[src/rtl/max_pool_2x2_stream.sv]
// Streaming 2x2 / stride-2 signed max-pool with half-row line buffer and buffer-controller strobes.
// Optional POOL_RELU_EN clamps negative pooled results to zero.
module max_pool_2x2_stream #(
    parameter int DATA_WIDTH = 16,
    parameter int FM_WIDTH   = 22,
    parameter int FM_HEIGHT  = 22,
    parameter int X_BITS     = 5,
    parameter int Y_BITS     = 5
) (
    input  logic                  clock,
    input  logic                  reset,
    input  logic [DATA_WIDTH-1:0] pix_in,
    input  logic                  pix_valid,
    output logic                  pix_ready,
    output logic [DATA_WIDTH-1:0] pool_out,
    output logic                  pool_valid,
    output logic                  data_rdy,
    output logic [X_BITS:0]       xcoord,
    output logic [Y_BITS:0]       ycoord,
    output logic                  frame_done
);

    typedef enum logic [1:0] {
        S_IDLE   = 2'd0,
        S_ACTIVE = 2'd1,
        S_FLUSH  = 2'd2,
        S_DONE   = 2'd3
    } state_t;

    localparam int LB_DEPTH = FM_WIDTH / 2;
    localparam int LB_AW    = (LB_DEPTH > 1) ? $clog2(LB_DEPTH) : 1;

    function automatic logic [DATA_WIDTH-1:0] smax(input logic [DATA_WIDTH-1:0] a,
                                                    input logic [DATA_WIDTH-1:0] b);
        logic [DATA_WIDTH-1:0] m;
        if ($signed(a) > $signed(b)) begin
            m = a;
        end else begin
            m = b;
        end
        return m;
    endfunction

    state_t                r_state;
    state_t                w_next;
    logic [X_BITS-1:0]     r_x;
    logic [Y_BITS-1:0]     r_y;
    logic [DATA_WIDTH-1:0] r_pair;
    logic [DATA_WIDTH-1:0] r_lb [0:LB_DEPTH-1];
    logic                  r_pix_ready;
    logic                  r_data_rdy;
    logic                  r_frame_done;
    logic [DATA_WIDTH-1:0] r_pool_out;
    logic                  r_pool_valid;
    logic [X_BITS:0]       r_xcoord;
    logic [Y_BITS:0]       r_ycoord;

    logic                  w_accept;
    logic                  w_x_last;
    logic                  w_y_last;
    logic                  w_frame_end;
    logic                  w_emit;
    logic [X_BITS-1:0]     w_half;
    logic [LB_AW-1:0]      w_lb_idx;
    logic [DATA_WIDTH-1:0] w_pair_max;
    logic [DATA_WIDTH-1:0] w_win_max;
    logic [DATA_WIDTH-1:0] w_result;

    assign w_accept    = pix_valid & r_pix_ready;
    assign w_x_last    = (r_x == X_BITS'(FM_WIDTH - 1));
    assign w_y_last    = (r_y == Y_BITS'(FM_HEIGHT - 1));
    assign w_frame_end = w_x_last & w_y_last;
    assign w_emit      = w_accept & r_x[0] & r_y[0];
    assign w_half      = r_x >> 1;
    assign w_lb_idx    = w_half[LB_AW-1:0];
    assign w_pair_max  = smax(r_pair, pix_in);
    assign w_win_max   = smax(w_pair_max, r_lb[w_lb_idx]);

`ifdef POOL_RELU_EN
    assign w_result = w_win_max[DATA_WIDTH-1] ? {DATA_WIDTH{1'b0}} : w_win_max;
`else
    assign w_result = w_win_max;
`endif

    // Next-state decode; the final pixel of a frame forces FLUSH even from IDLE.
    always_comb begin
        w_next = r_state;
        case (r_state)
            S_IDLE: begin
                if (w_accept) begin
                    w_next = w_frame_end ? S_FLUSH : S_ACTIVE;
                end else begin
                    w_next = S_IDLE;
                end
            end
            S_ACTIVE: begin
                if (w_accept && w_frame_end) begin
                    w_next = S_FLUSH;
                end else begin
                    w_next = S_ACTIVE;
                end
            end
            S_FLUSH: w_next = S_DONE;
            S_DONE:  w_next = S_IDLE;
            default: w_next = S_IDLE;
        endcase
    end

    // Frame FSM with handshake/level outputs registered from the next state.
    always_ff @(posedge clock or posedge reset) begin
        if (reset) begin
            r_state      <= S_IDLE;
            r_pix_ready  <= 1'b0;
            r_data_rdy   <= 1'b0;
            r_frame_done <= 1'b0;
        end else begin
            r_state      <= w_next;
            r_pix_ready  <= (w_next == S_IDLE) || (w_next == S_ACTIVE);
            r_data_rdy   <= (w_next == S_ACTIVE) || (w_next == S_FLUSH);
            r_frame_done <= (w_next == S_DONE);
        end
    end

    // Raster counters, pair register, line buffer and pooled output strobe.
    always_ff @(posedge clock or posedge reset) begin
        if (reset) begin
            r_x          <= {X_BITS{1'b0}};
            r_y          <= {Y_BITS{1'b0}};
            r_pair       <= {DATA_WIDTH{1'b0}};
            r_pool_out   <= {DATA_WIDTH{1'b0}};
            r_pool_valid <= 1'b0;
            r_xcoord     <= {(X_BITS+1){1'b0}};
            r_ycoord     <= {(Y_BITS+1){1'b0}};
            for (int i = 0; i < LB_DEPTH; i++) begin
                r_lb[i] <= {DATA_WIDTH{1'b0}};
            end
        end else begin
            if (w_accept) begin
                if (w_x_last) begin
                    r_x <= {X_BITS{1'b0}};
                    r_y <= w_y_last ? {Y_BITS{1'b0}} : r_y + Y_BITS'(1);
                end else begin
                    r_x <= r_x + X_BITS'(1);
                end
                if (!r_x[0]) begin
                    r_pair <= pix_in;
                end else if (!r_y[0]) begin
                    r_lb[w_lb_idx] <= w_pair_max;
                end
            end
            // Coordinates are zero whenever no result is presented.
            r_pool_valid <= w_emit;
            r_xcoord     <= w_emit ? {1'b0, r_x} : {(X_BITS+1){1'b0}};
            r_ycoord     <= w_emit ? {1'b0, r_y} : {(Y_BITS+1){1'b0}};
            if (w_emit) begin
                r_pool_out <= w_result;
            end
        end
    end

    assign pix_ready  = r_pix_ready;
    assign data_rdy   = r_data_rdy;
    assign frame_done = r_frame_done;
    assign pool_out   = r_pool_out;
    assign pool_valid = r_pool_valid;
    assign xcoord     = r_xcoord;
    assign ycoord     = r_ycoord;

endmodule

[config.mk]
export PLATFORM = sky130hd
export DESIGN_NAME = max_pool_2x2_stream
export DESIGN_NICKNAME = d
export VERILOG_FILES = /design/src/rtl/max_pool_2x2_stream.sv
export SDC_FILE = /design/constraint.sdc
export NUM_CORES = 1
export LEC_CHECK = 0
export BUFFER_PORTS_ARGS = -buffer_cell sky130_fd_sc_hd__buf_2
export CAP_MARGIN = 20
export CORE_MARGIN = 3
export CORE_UTILIZATION = 65
export CTS_CLUSTER_DIAMETER = 100
export DETAILED_ROUTE_END_ITERATION = 10
export PLACE_DENSITY_LB_ADDON = 0.05
export SKIP_CTS_REPAIR_TIMING = 1
export SYNTH_ARGS = -nofsm -noshare
export SYNTH_HDL_FRONTEND = slang
export SYNTH_SLANG_ARGS = --single-unit
[constraint.sdc]
create_clock -name clock -period 14.3 [get_ports clock]
set_input_delay 1.43 -clock clock [delete_from_list [all_inputs] [get_ports clock]]
set_output_delay 1.43 -clock clock [all_outputs]
set_load 0.01 [all_outputs]
# --- Yosys cells after proc, flatten, opt, wreduce, memory -nomap -nowiden ---
# Index checks and enable logic that the tools add are counted.
totals:
  word_cells: 68
  ff_bits: 234
  inputBits: 19
  output_inout_bits: 32
classes:
  n_eq_ne: 8
  n_reduce_logical: 9
  n_bitwise: 7
  muxes: 16
  add_sub_neg: 2
  n_lt_le_gt_ge: 4
ops:
  columns: ["cell", "count"]
  rows:
  - ["$bwmux W176", 1]
  - ["$mux W16", 5]
  - ["$bmux W16 S4", 1]
  - ["$demux W16 S4", 1]
  - ["$gt A16 B16 Y1", 2]
  - ["$mux W5", 4]
  - ["$add A5 B1 Y5 const B", 2]
  - ["$eq A5 B5 Y1 const B", 2]
  - ["$eq A2 B2 Y1 const B", 4]
  - ["$pmux W2 S4", 1]
  - ["$mux W2", 3]
  - ["$ge A5 B5 Y1 const B", 1]
  - ["$lt A5 B1 Y1 const B", 1]
  - ["$not A4 Y5", 1]
  - ["$and A1 B1 Y1", 4]
  - ["$eq A2 B1 Y1 const B", 2]
  - ["$logic_not A2 Y1", 2]
  - ["$reduce_and A2 Y1", 2]
  - ["$reduce_and A3 Y1", 1]
  - ["$logic_and A1 B1 Y1", 2]
  - ["$logic_or A1 B1 Y1", 2]
  - ["$not A1 Y1", 2]

# --- Logic depth before layout (Yosys ltp) ---
# Gate-level depths: netlist of run 1.
logic_depth:
  word_depth: 7
  ltp_mapped: 20
  mapped_depth_nobuf: 17

# --- Least setup slack after synthesis of run 1 ---
# OpenSTA, ideal clock, no wires.
synth_path:
  kind: "input to register"
  from: "input pix_in[13]"
  to: "register r_pool_out[1], in the netlist pool_out[1]"
  setup_time_ps: 90
  arrival_time_ps: 6080
  n_path_buf: 3
  required_time_ps: 14210
  stages: 20
  setup_slack_ps: 8129
  path_cell_list: "inv_1 -> ha_1 -> a21o_1 -> a21o_1 -> a2111o_1 -> a211o_1 -> mux2i_4 -> buf_6 -> mux2i_1 -> buf_2 -> inv_1 -> ha_1 -> nor2b_1 -> o211ai_1 -> a2111oi_0 -> a2111oi_0 -> mux2i_1 -> nand2_1 -> clkbuf_1 -> o221ai_1"
synth_between:
  elab_chain_len: 4
synth_lines:
  columns: ["item", "line", "source"]
  rows:
  - ["from (decl)", "12", "input logic [DATA_WIDTH-1:0] pix_in,"]
  - ["$gt A16 B16 Y1 (*)", "36", "if ($signed(a) > $signed(b)) begin"]
  - ["$mux W16 (*)", "36", null]
  - ["net w_pair_max[1]", "65", "logic [DATA_WIDTH-1:0] w_pair_max;"]
  - ["$gt A16 B16 Y1", "36", null]
  - ["$mux W16 (*)", "36", null]
  - ["to (signal assigned)", "130", "r_pool_out <= {DATA_WIDTH{1'b0}};"]
  - ["to (signal assigned)", "156", "r_pool_out <= w_result;"]
  - ["to (decl)", "53", "logic [DATA_WIDTH-1:0] r_pool_out;"]
# Mark *: on every way through the listed nets, which the timed path passes. The rest lies on a longest branch.
# A chain may end at the register's enable or synchronous reset.

# --- Worst setup path after layout of run 1 ---
layout_path:
  from: "input pix_in[15]"
  to: "register r_pool_out[14], in the netlist pool_out[14]"
layout_between:
  elab_chain_len: 4
layout_lines:
  columns: ["item", "line"]
  rows:
  - ["$gt A16 B16 Y1", "36"]
  - ["$mux W16", "36"]
  - ["net w_pair_max[5]", "65"]
  - ["$gt A16 B16 Y1", "36"]
  - ["$mux W16", "36"]
# The timed path passes the listed nets, and every way through them passes these cells.

==> results of run 1 <==
==> power by group <==
part           switching, mW  leakage (nW)  internal, mW
logic                  0.733          2.48         0.566
registers              0.177          2.90         0.947
clock network          0.253         0.376         0.356
==> metal layers <==
| layer | GRT usage (%) | share of wire (%) | vias to the layer above |
|---|---|---|---|
| li1 | - | - | 3781 |
| met2 | 50.1 | 48 | 313 |
| met4 | 12.1 | 4.0 | 0 |
| met1 | 40.7 | 42 | 4028 |
| met5 | 0 | 0 | - |
| met3 | 4.44 | 6.2 | 75 |
==> placed cells by master (no fill, tap or decap), types with 5 or more instances in the layout <==
master                      instances
sky130_fd_sc_hd__o21ai_0           40
sky130_fd_sc_hd__nor2_2             5
sky130_fd_sc_hd__inv_1             38
sky130_fd_sc_hd__a2bb2oi_1         14
sky130_fd_sc_hd__and2_1             8
sky130_fd_sc_hd__nand2_1           72
sky130_fd_sc_hd__clkbuf_16         25
sky130_fd_sc_hd__buf_2             48
sky130_fd_sc_hd__buf_4             33
sky130_fd_sc_hd__mux4_2            32
sky130_fd_sc_hd__mux2i_1           50
sky130_fd_sc_hd__ha_1              36
sky130_fd_sc_hd__a21oi_1          188
sky130_fd_sc_hd__o221ai_1          16
sky130_fd_sc_hd__dfrtp_1          231
sky130_fd_sc_hd__nor2_1           191
sky130_fd_sc_hd__nand2b_1          19
sky130_fd_sc_hd__nand4_1            7
==> final timing paths <==
kind,cells after the start,end
worst max-delay path,19,pool_out[14]$_DFFE_PP0P_
worst min-delay path,1,data_rdy$_DFF_PP0_
worst max register to register,17,pool_out[14]$_DFFE_PP0P_
worst min register to register,1,data_rdy$_DFF_PP0_
max in group asynchronous,3,xcoord[3]$_DFF_PP0_
min in group asynchronous,2,r_lb[119]$_DFFE_PP0P_
==> final cells by class <==
class                           count  area, sq um  area share, %
Inverter                           39          154           1.26
Multi-Input combinational cell    727         4700           38.5
Clock buffer                       33          696           5.70
Sequential cell                   233         5840           47.8
Timing Repair Buffer               81          488           4.00
Clock inverter                      6         62.6          0.512
Tap cell                          216          270           2.21
==> cell families (layout without fill, tap and decap cells) <==
family	count (synthesis)	after routing	share of synthesized area, %
simple gates	326	326	12.4
compound gates	276	276	14.2
flops	233	233	53.1
buf+inv	124	159	4.57
mux	85	85	11.5
fa+ha+maj	36	36	4.10
xor+xnor	2	2	0.160
other cells	1	2	0.0342
==> cells in the mapped netlist (2+ instances only) <==
cell type	n	area, sq um
sky130_fd_sc_hd__a2111oi_0	2	17.5
sky130_fd_sc_hd__a21oi_1	188	941
sky130_fd_sc_hd__nand2b_1	19	119
sky130_fd_sc_hd__buf_4	3	22.5
sky130_fd_sc_hd__nand2_1	72	270
sky130_fd_sc_hd__buf_1	3	11.3
sky130_fd_sc_hd__o221ai_1	16	140
sky130_fd_sc_hd__o21ai_0	40	200
sky130_fd_sc_hd__o211ai_1	2	15.0
sky130_fd_sc_hd__nor2b_1	4	25.0
sky130_fd_sc_hd__ha_1	36	450
sky130_fd_sc_hd__nand3_1	4	20.0
sky130_fd_sc_hd__and3_1	3	18.8
sky130_fd_sc_hd__nor3_1	7	35.0
sky130_fd_sc_hd__a22o_1	2	17.5
sky130_fd_sc_hd__clkbuf_1	64	240
sky130_fd_sc_hd__xor2_1	2	17.5
sky130_fd_sc_hd__mux4_2	32	721
sky130_fd_sc_hd__nand4_1	7	43.8
sky130_fd_sc_hd__mux2i_1	50	500
sky130_fd_sc_hd__mux2_2	2	22.5
sky130_fd_sc_hd__a21o_1	4	30.0
sky130_fd_sc_hd__dfrtp_1	233	5830
sky130_fd_sc_hd__inv_1	39	146
sky130_fd_sc_hd__and2_1	8	50.1
sky130_fd_sc_hd__nor2_1	198	743
sky130_fd_sc_hd__a2bb2oi_1	14	123
sky130_fd_sc_hd__buf_2	14	70.1
sky130_fd_sc_hd__nor4_1	2	12.5
==> sequential cells by signal (all words and copies together), names as in the netlist, 2 cells and up <==
register and cells:
r_state 2, xcoord 5, r_x 5, r_lb 176, r_pair 16, r_y 5, ycoord 5, pool_out 16
==> through the flow <==
step	setup WS, ns	total power, mW	hold slack, ns
floorplan	6.48	2.04	0.432
global route	7.87	3.23	0.509
finish	8.23	3.03	0.468
detailed placement	7.22	2.40	0.455
global placement	7.32	2.35	0.463
CTS	7.75	3.03	0.476
==> results.md, run 1 <==
- The pin count of the biggest net entering global routing is 94.
- Measured against its own limit, the worst slew margin works out to around a quarter.
- The mean instance size in the synthesized netlist is 10.1 sq um.
- The sort of element at the start of the critical path is an input port.
- The number of synthesized flops with an enable pin is 0.
- Once the floorplan was initialized, standard cells occupied about two thirds of the core.
- The final hold violation count was 0.
- Synthesis handed over a netlist of approximately 1100 instances.
- Power spread over the standard cell area amounts to approximately 250 nW/um^2.
- In this run the core area contains 46 standard-cell rows.
- The worst flop-to-flop path startpoint is r_pair[13]$_DFFE_PP0P_.
- In the final routed layout, each cell accounts on average for 20.3 um.
- Setup repair after global routing left no endpoint under its margin.
- The total global routing track utilization is between 30% and 40%.
- Data on the critical path is required at its endpoint by around 15 ns.
- In this run the cell area of the synthesized design comes to 11000 sq um.
- The number of buffers on the longest clock path is 3.
- The H-tree depth is 1.
- The initial antenna violation count is 0.
- The number of vias in the routed layout is 8197.
- The repair_antennas step left the layout with diodes totalling 0.
- Compared with the post-synthesis result, the final layout area differs by 11.2%.
- Clock skew on the completed layout was measured at 0.0104 ns.
- The number of ports placed on the die boundary is approximately 50.
- Counting flops with an async set or reset pin after synthesis yields a share of 100%.
- The signal on the critical path passes through buf_2 > inv_1 > ha_1 > nand4_1 > nor2_1 > a2111o_1 > a211o_1 > mux2i_4 > mux2i_1 > buf_4 > inv_1 > ha_1 > a21oi_1 > o21ai_0 > o2bb2ai_1 > a2111oi_0 > mux2i_1 > nand2_1 > o221ai_1.
- The critical path capture point type is a flop.
- The cell total after placement is around 1300.
- The final layout contains routed wiring with a total length of 27100 um.
- The post-layout minimum cycle time is just over 6 ns.
- IR analysis of the VDD net gives a maximum drop of 0.182 mV.
- The number of iterations in the first detailed-routing pass is 7.
- The die boundary width is about 140 um.
- On the critical path, the stage with the largest delay is an instance of sky130_fd_sc_hd__mux2i_4.
- The part of the cycle the worst path needs is ~42%.
- The setup slack of the worst register-to-register path is approximately 8.9 ns.
- Measured along the y axis, the die boundary spans ~140 um.
- The number of nets with antenna violations after routing is 0.
- Clock-pin slew was measured on the worst setup and hold paths at 0.06 ns.
- The post-detailed-route via-to-cell ratio is a little over 6.
- The first global-routing pass estimated approximately 43000 um of wire.
- The placed instances occupy a cell area of ~11000 sq um.
- The final cell area excluding filler cells is 12200 sq um.
- The min-delay analysis places its worst path in the category reg2reg.
- The most used flip-flop cell after synthesis is sky130_fd_sc_hd__dfrtp_1.
- The hold path startpoint is r_state[1]$_DFF_PP0_.
- After routing, the total negative slack on setup checks comes to 0 ns.
- The total clock buffers created by CTS is 25.
- The transition time at the pin with the least slew margin is 1.11 ns.
- The final core utilization is 75.2%.
- The CTS tree is yes.
- After filler insertion, the fill cell instance count of the layout stands at ~1200.
- The placer's final routability congestion estimate is 0.856.
- The placeable core region is about 16000 sq um.
- The top cell family by delay on the critical path is compound AO/OA/AOI/OAI gates.
- The count of synthesis-stage warnings from yosys is 0.
- Yosys mapped the design onto 42 distinct sky130hd cell types.
- In this run the worst path has a maximum fanout of 16.
- CTS saw 233 sinks.
- The largest single stage delay on the critical path is around 0.7 ns.
- The max capacitance violation total is 0.
- The critical path data arrival time is ~6.5 ns.
- The number of failing setup endpoints in the final timing report is 0.
- The number of global-route vias before repair is just over 8000.
- The total buffers and inverters traversed by the critical path is 4.
- The total of flip-flops plus latches after synthesis is 233.
- The final number of max-transition violations is 0.
- The clock insertion delay at the later pin of the skew report is about 0.52 ns.
- The tree is rooted in a sky130_fd_sc_hd__clkbuf_16.
- The flow ran to the end, and the final reports show no timing, DRC or antenna violations.
- Once layout is complete, the cells apart from fillers number between 1000 and 1500.
- The remaining routing DRC violations is 0.
- In this run, the number of DRC markers left after iteration 0 of detailed routing was 760.
- Once detailed placement completed, the half-perimeter wirelength came to roughly 17000 um.
- The die covers ~18000 sq um.
- Static timing analysis puts the maximum clock frequency at approximately 160 MHz.
- The share of cells above drive strength 1 is 15.0%.
- The fraction of the yosys area taken by sequential cells is between 50% and 60%.
- The most critical setup path has its startpoint at pix_in[15].
- The net count reported at finish is ~1200.
- The total of buffers placed on input and output ports is 48.
- The type of the setup path with the least slack is in2reg.
- Global routing finished with a remaining overflow of 0.
- The analysis attributes to cell leakage a power of ~5.8 nW.
No activity file was read; power rests on OpenSTA's default activity.
==> run 2, diff against run 1 <==
--- a/config.mk
+++ b/config.mk
@@ -8,7 +8,7 @@
 export BUFFER_PORTS_ARGS = -buffer_cell sky130_fd_sc_hd__buf_2
 export CAP_MARGIN = 20
 export CORE_MARGIN = 3
-export CORE_UTILIZATION = 65
+export CORE_UTILIZATION = 62
 export CTS_CLUSTER_DIAMETER = 100
 export DETAILED_ROUTE_END_ITERATION = 10
 export PLACE_DENSITY_LB_ADDON = 0.05
==> constraint.sdc (replaced) <==
create_clock -name clock -period 6.06 [get_ports clock]
set_input_delay 0.606 -clock clock [delete_from_list [all_inputs] [get_ports clock]]
set_output_delay 0.606 -clock clock [all_outputs]
set_load 0.01 [all_outputs]
==> results.md, run 2 (synthesized netlist as in run 1, its figures left out) <==
- The max capacitance violation total is 0 (unchanged).
- The number of iterations in the first detailed-routing pass is 5 (was 7).
- The number of ports placed on the die boundary came to 51 (unchanged).
- The required time reported for the critical path endpoint was 6.47 ns (was 14.72 ns).
- The overall routed net length was 26100 um (was 27100 um).
- The final number of max-transition violations was 0 (unchanged).
- The pin count of the biggest net entering global routing is 149 (was 94).
- The number of global-route vias before repair is 8117 (was 8187).
- The maximum vdd drop is 0.293 mV (was 0.182 mV).
- The total global routing track utilization is 27.4% (was 30.2%).
- The library cell used as clock root buffer is sky130_fd_sc_hd__clkbuf_16 (unchanged).
- The total power consumption of the routed design is 7.35 mW (was 3.03 mW).
- The detailed-route wire length per cell is 19.2 um (was 20.3 um).
- Status: finished clean (unchanged).
- The power per standard cell area was 591 nW/um^2 (was 248 nW/um^2).
- The final hold violation count is 0 (unchanged).
- The CTS tree is yes (unchanged).
- The clock insertion delay at the later pin of the skew report is 0.52 ns (about the same).
- The relative max-transition margin was 37.5% (was 25.4%).
- The number of failing setup endpoints in the final timing report is 0 (unchanged).
- The count of clock tree sinks came to 233 (unchanged).
- The die boundary width came to 139 um (was 136 um).
- The placeable core region was 17300 sq um (was 16200 sq um).
- The number of flip-flops under the largest register name is 176 (unchanged).
- The achievable frequency is ~180 MHz.
- Top library cells by usage in the layout, fill and taps aside: sky130_fd_sc_hd__dfrtp_1 (231), sky130_fd_sc_hd__nor2_1 (191), sky130_fd_sc_hd__a21oi_1 (188) (unchanged).
- The post-CTS clock slew at the launch and capture registers of the worst setup and hold paths came to 0.06 ns (about the same).
- The number of nets with antenna violations after routing came to 0 (unchanged).
- The sort of element at the start of the critical path is a flop (was input port).
- The met1 wire length came to 11300 um (about the same).
- The leakage component of the power is 5.87 nW (was 5.76 nW).
- The met3 wire length was 1400 um (was 1690 um).
- The worst clock skew on the final layout is 0.0130 ns (was 0.0104 ns).
- The DRC marker count from the first detailed-route iteration is 560 (was 760).
- The first-pass GRT wire length is 42800 um (was 43000 um).
- The number of buffers on the longest clock path is 3 (unchanged).
- The part of the cycle the worst path needs is between 90% and 100%.
- The commonest non-fill, non-tap cell in the layout is sky130_fd_sc_hd__dfrtp_1 (unchanged).
- The area of the die is 19300 sq um (was 18500 sq um).
- The highest fanout seen on the critical path is 17 (was 16).
- The H-tree depth is 1 (unchanged).
- The diode insertion count for antenna repair is 0 (unchanged).
- The starting utilization of the core area is 63.5% (was 67.7%).
- The layout overhead on the synthesized area was 13.1% (was 11.2%).
- The critical path data arrival time is 6.02 ns (was 6.49 ns).
- The total of buffers placed on input and output ports was 48 (unchanged).
- The net count reported at finish is 1170 (was 1162).
- The total clock buffers created by CTS was 25 (unchanged).
- The number of filler cells placed in the layout is 1295 (was 1154).
- The number of vias in the routed layout is 8070 (was 8197).
- The share of cells above drive strength 1 is 16.0% (was 15.0%).
- The number of rows created at floorplan was 48 (was 46).
- The met2 layer wire length in the routed design was 12700 um (was 13100 um).
- The worst slack on hold paths is 0.0441 ns (was 0.468 ns).
- The placer's final routability congestion estimate is 0.821 (was 0.856).
- The die span in y was 139 um (was 136 um).
- The transition time at the pin with the least slew margin is 0.937 ns (was 1.11 ns).
- The post-detailed-route via-to-cell ratio is 5.94 (was 6.14).
- After layout, the minimum clock period comes to 5.61 ns.
- The total grt overflow is 0 (unchanged).
- The HPWL after detailed placement came to 16300 um (was 16500 um).
- The critical path capture point type is a flop (unchanged).
- The remaining routing DRC violations is 0 (unchanged).
- Unrepaired setup endpoints after global routing: false (unchanged).
- The initial antenna violation count is 0 (unchanged).
- The class of the tightest hold or removal check is in2async (was reg2reg).
- The register bank with the most flops is r_lb (unchanged).
- The highest metal layer with signal wires was met4 (unchanged).
- The type of the setup path with the least slack was reg2reg (was in2reg).
- The setup TNS is 0 ns (unchanged).
run 2: changes by cell type in the layout (fill, tap and decap cells not counted), sizes merged:
| cell | before | now |
|---|---|---|
| clkinv | 4 | 7 |
| bufinv | 1 | 3 |
| buf | 81 | 89 |
| clkinvlp | 0 | 1 |
| clkbuf | 33 | 35 |
| inv | 40 | 39 |
run 2: worst max-delay path, cell delays in order (launching register included):
cell and delay [ns]:
sky130_fd_sc_hd__dfrtp_1 0.40, sky130_fd_sc_hd__ha_1 0.30, sky130_fd_sc_hd__a21o_1 0.18, sky130_fd_sc_hd__a21o_1 0.17, sky130_fd_sc_hd__a2111o_1 0.40, sky130_fd_sc_hd__a211o_1 0.31, sky130_fd_sc_hd__mux2i_4 0.37, sky130_fd_sc_hd__buf_4 0.29
sky130_fd_sc_hd__mux2i_1 0.21, sky130_fd_sc_hd__buf_4 0.25, sky130_fd_sc_hd__inv_1 0.07, sky130_fd_sc_hd__ha_1 0.30, sky130_fd_sc_hd__nor2b_1 0.13, sky130_fd_sc_hd__o211ai_1 0.16, sky130_fd_sc_hd__a2111oi_0 0.13, sky130_fd_sc_hd__a2111oi_0 0.55
sky130_fd_sc_hd__mux2i_1 0.26, sky130_fd_sc_hd__buf_4 0.25, sky130_fd_sc_hd__nand2_1 0.40, sky130_fd_sc_hd__o221ai_1 0.36
run 2: final cells by class:
class | instances | area, sq um | area share [%]
flip-flops and latches | 233 | 5840 | 47.0
multi-input cells | 727 | 4690 | 37.8
clock buffers | 35 | 733 | 5.90
inverters | 39 | 150 | 1.21
well taps | 225 | 282 | 2.27
clock inverters | 11 | 138 | 1.11
repair buffers | 89 | 593 | 4.77
run 2: routing by layer:
metal  GRT usage, %  vias to the layer above
met4           7.98                        0
met3           4.41                       58
li1               -                     3803
met1           38.6                     3966
met2           44.6                      243
met5              0                        -
run 2: worst paths after layout:
check	start	endpoint	slack (ns)	depth (start not counted)
min in group clock	pix_in[0]	r_pair[0]$_DFFE_PP0P_	0.38	2
max in group asynchronous	reset	r_y[3]$_DFFE_PP0P_	4.80	3
hold reg to reg	r_state[1]$_DFF_PP0_	data_rdy$_DFF_PP0_	0.47	1
setup reg to reg	r_pair[13]$_DFFE_PP0P_	pool_out[13]$_DFFE_PP0P_	0.45	19
setup / recovery	r_pair[13]$_DFFE_PP0P_	pool_out[13]$_DFFE_PP0P_	0.45	19
hold / removal	reset	r_lb[135]$_DFFE_PP0P_	0.04	2
run 2: through the flow:
stage | cells | util, % | worst slack (ns) | area [sq um]
after floorplan | 1084 | - | 0.713 | 11000
after global placement | 1312 | 66.6 | 0.379 | 11500
after detailed placement | 1312 | 66.6 | 0.189 | 11500
after CTS | 1358 | 71.7 | 0.536 | 12400
after global routing | 1359 | 71.8 | 0.0133 | 12400
final | 1359 | 71.8 | 0.448 | 12400
run 2: where the power goes:
part / switching (mW) / leakage, nW / internal, mW
clock: 0.622 / 0.436 / 0.972
sequential: 0.491 / 2.90 / 2.23
combinational: 1.65 / 2.53 / 1.38
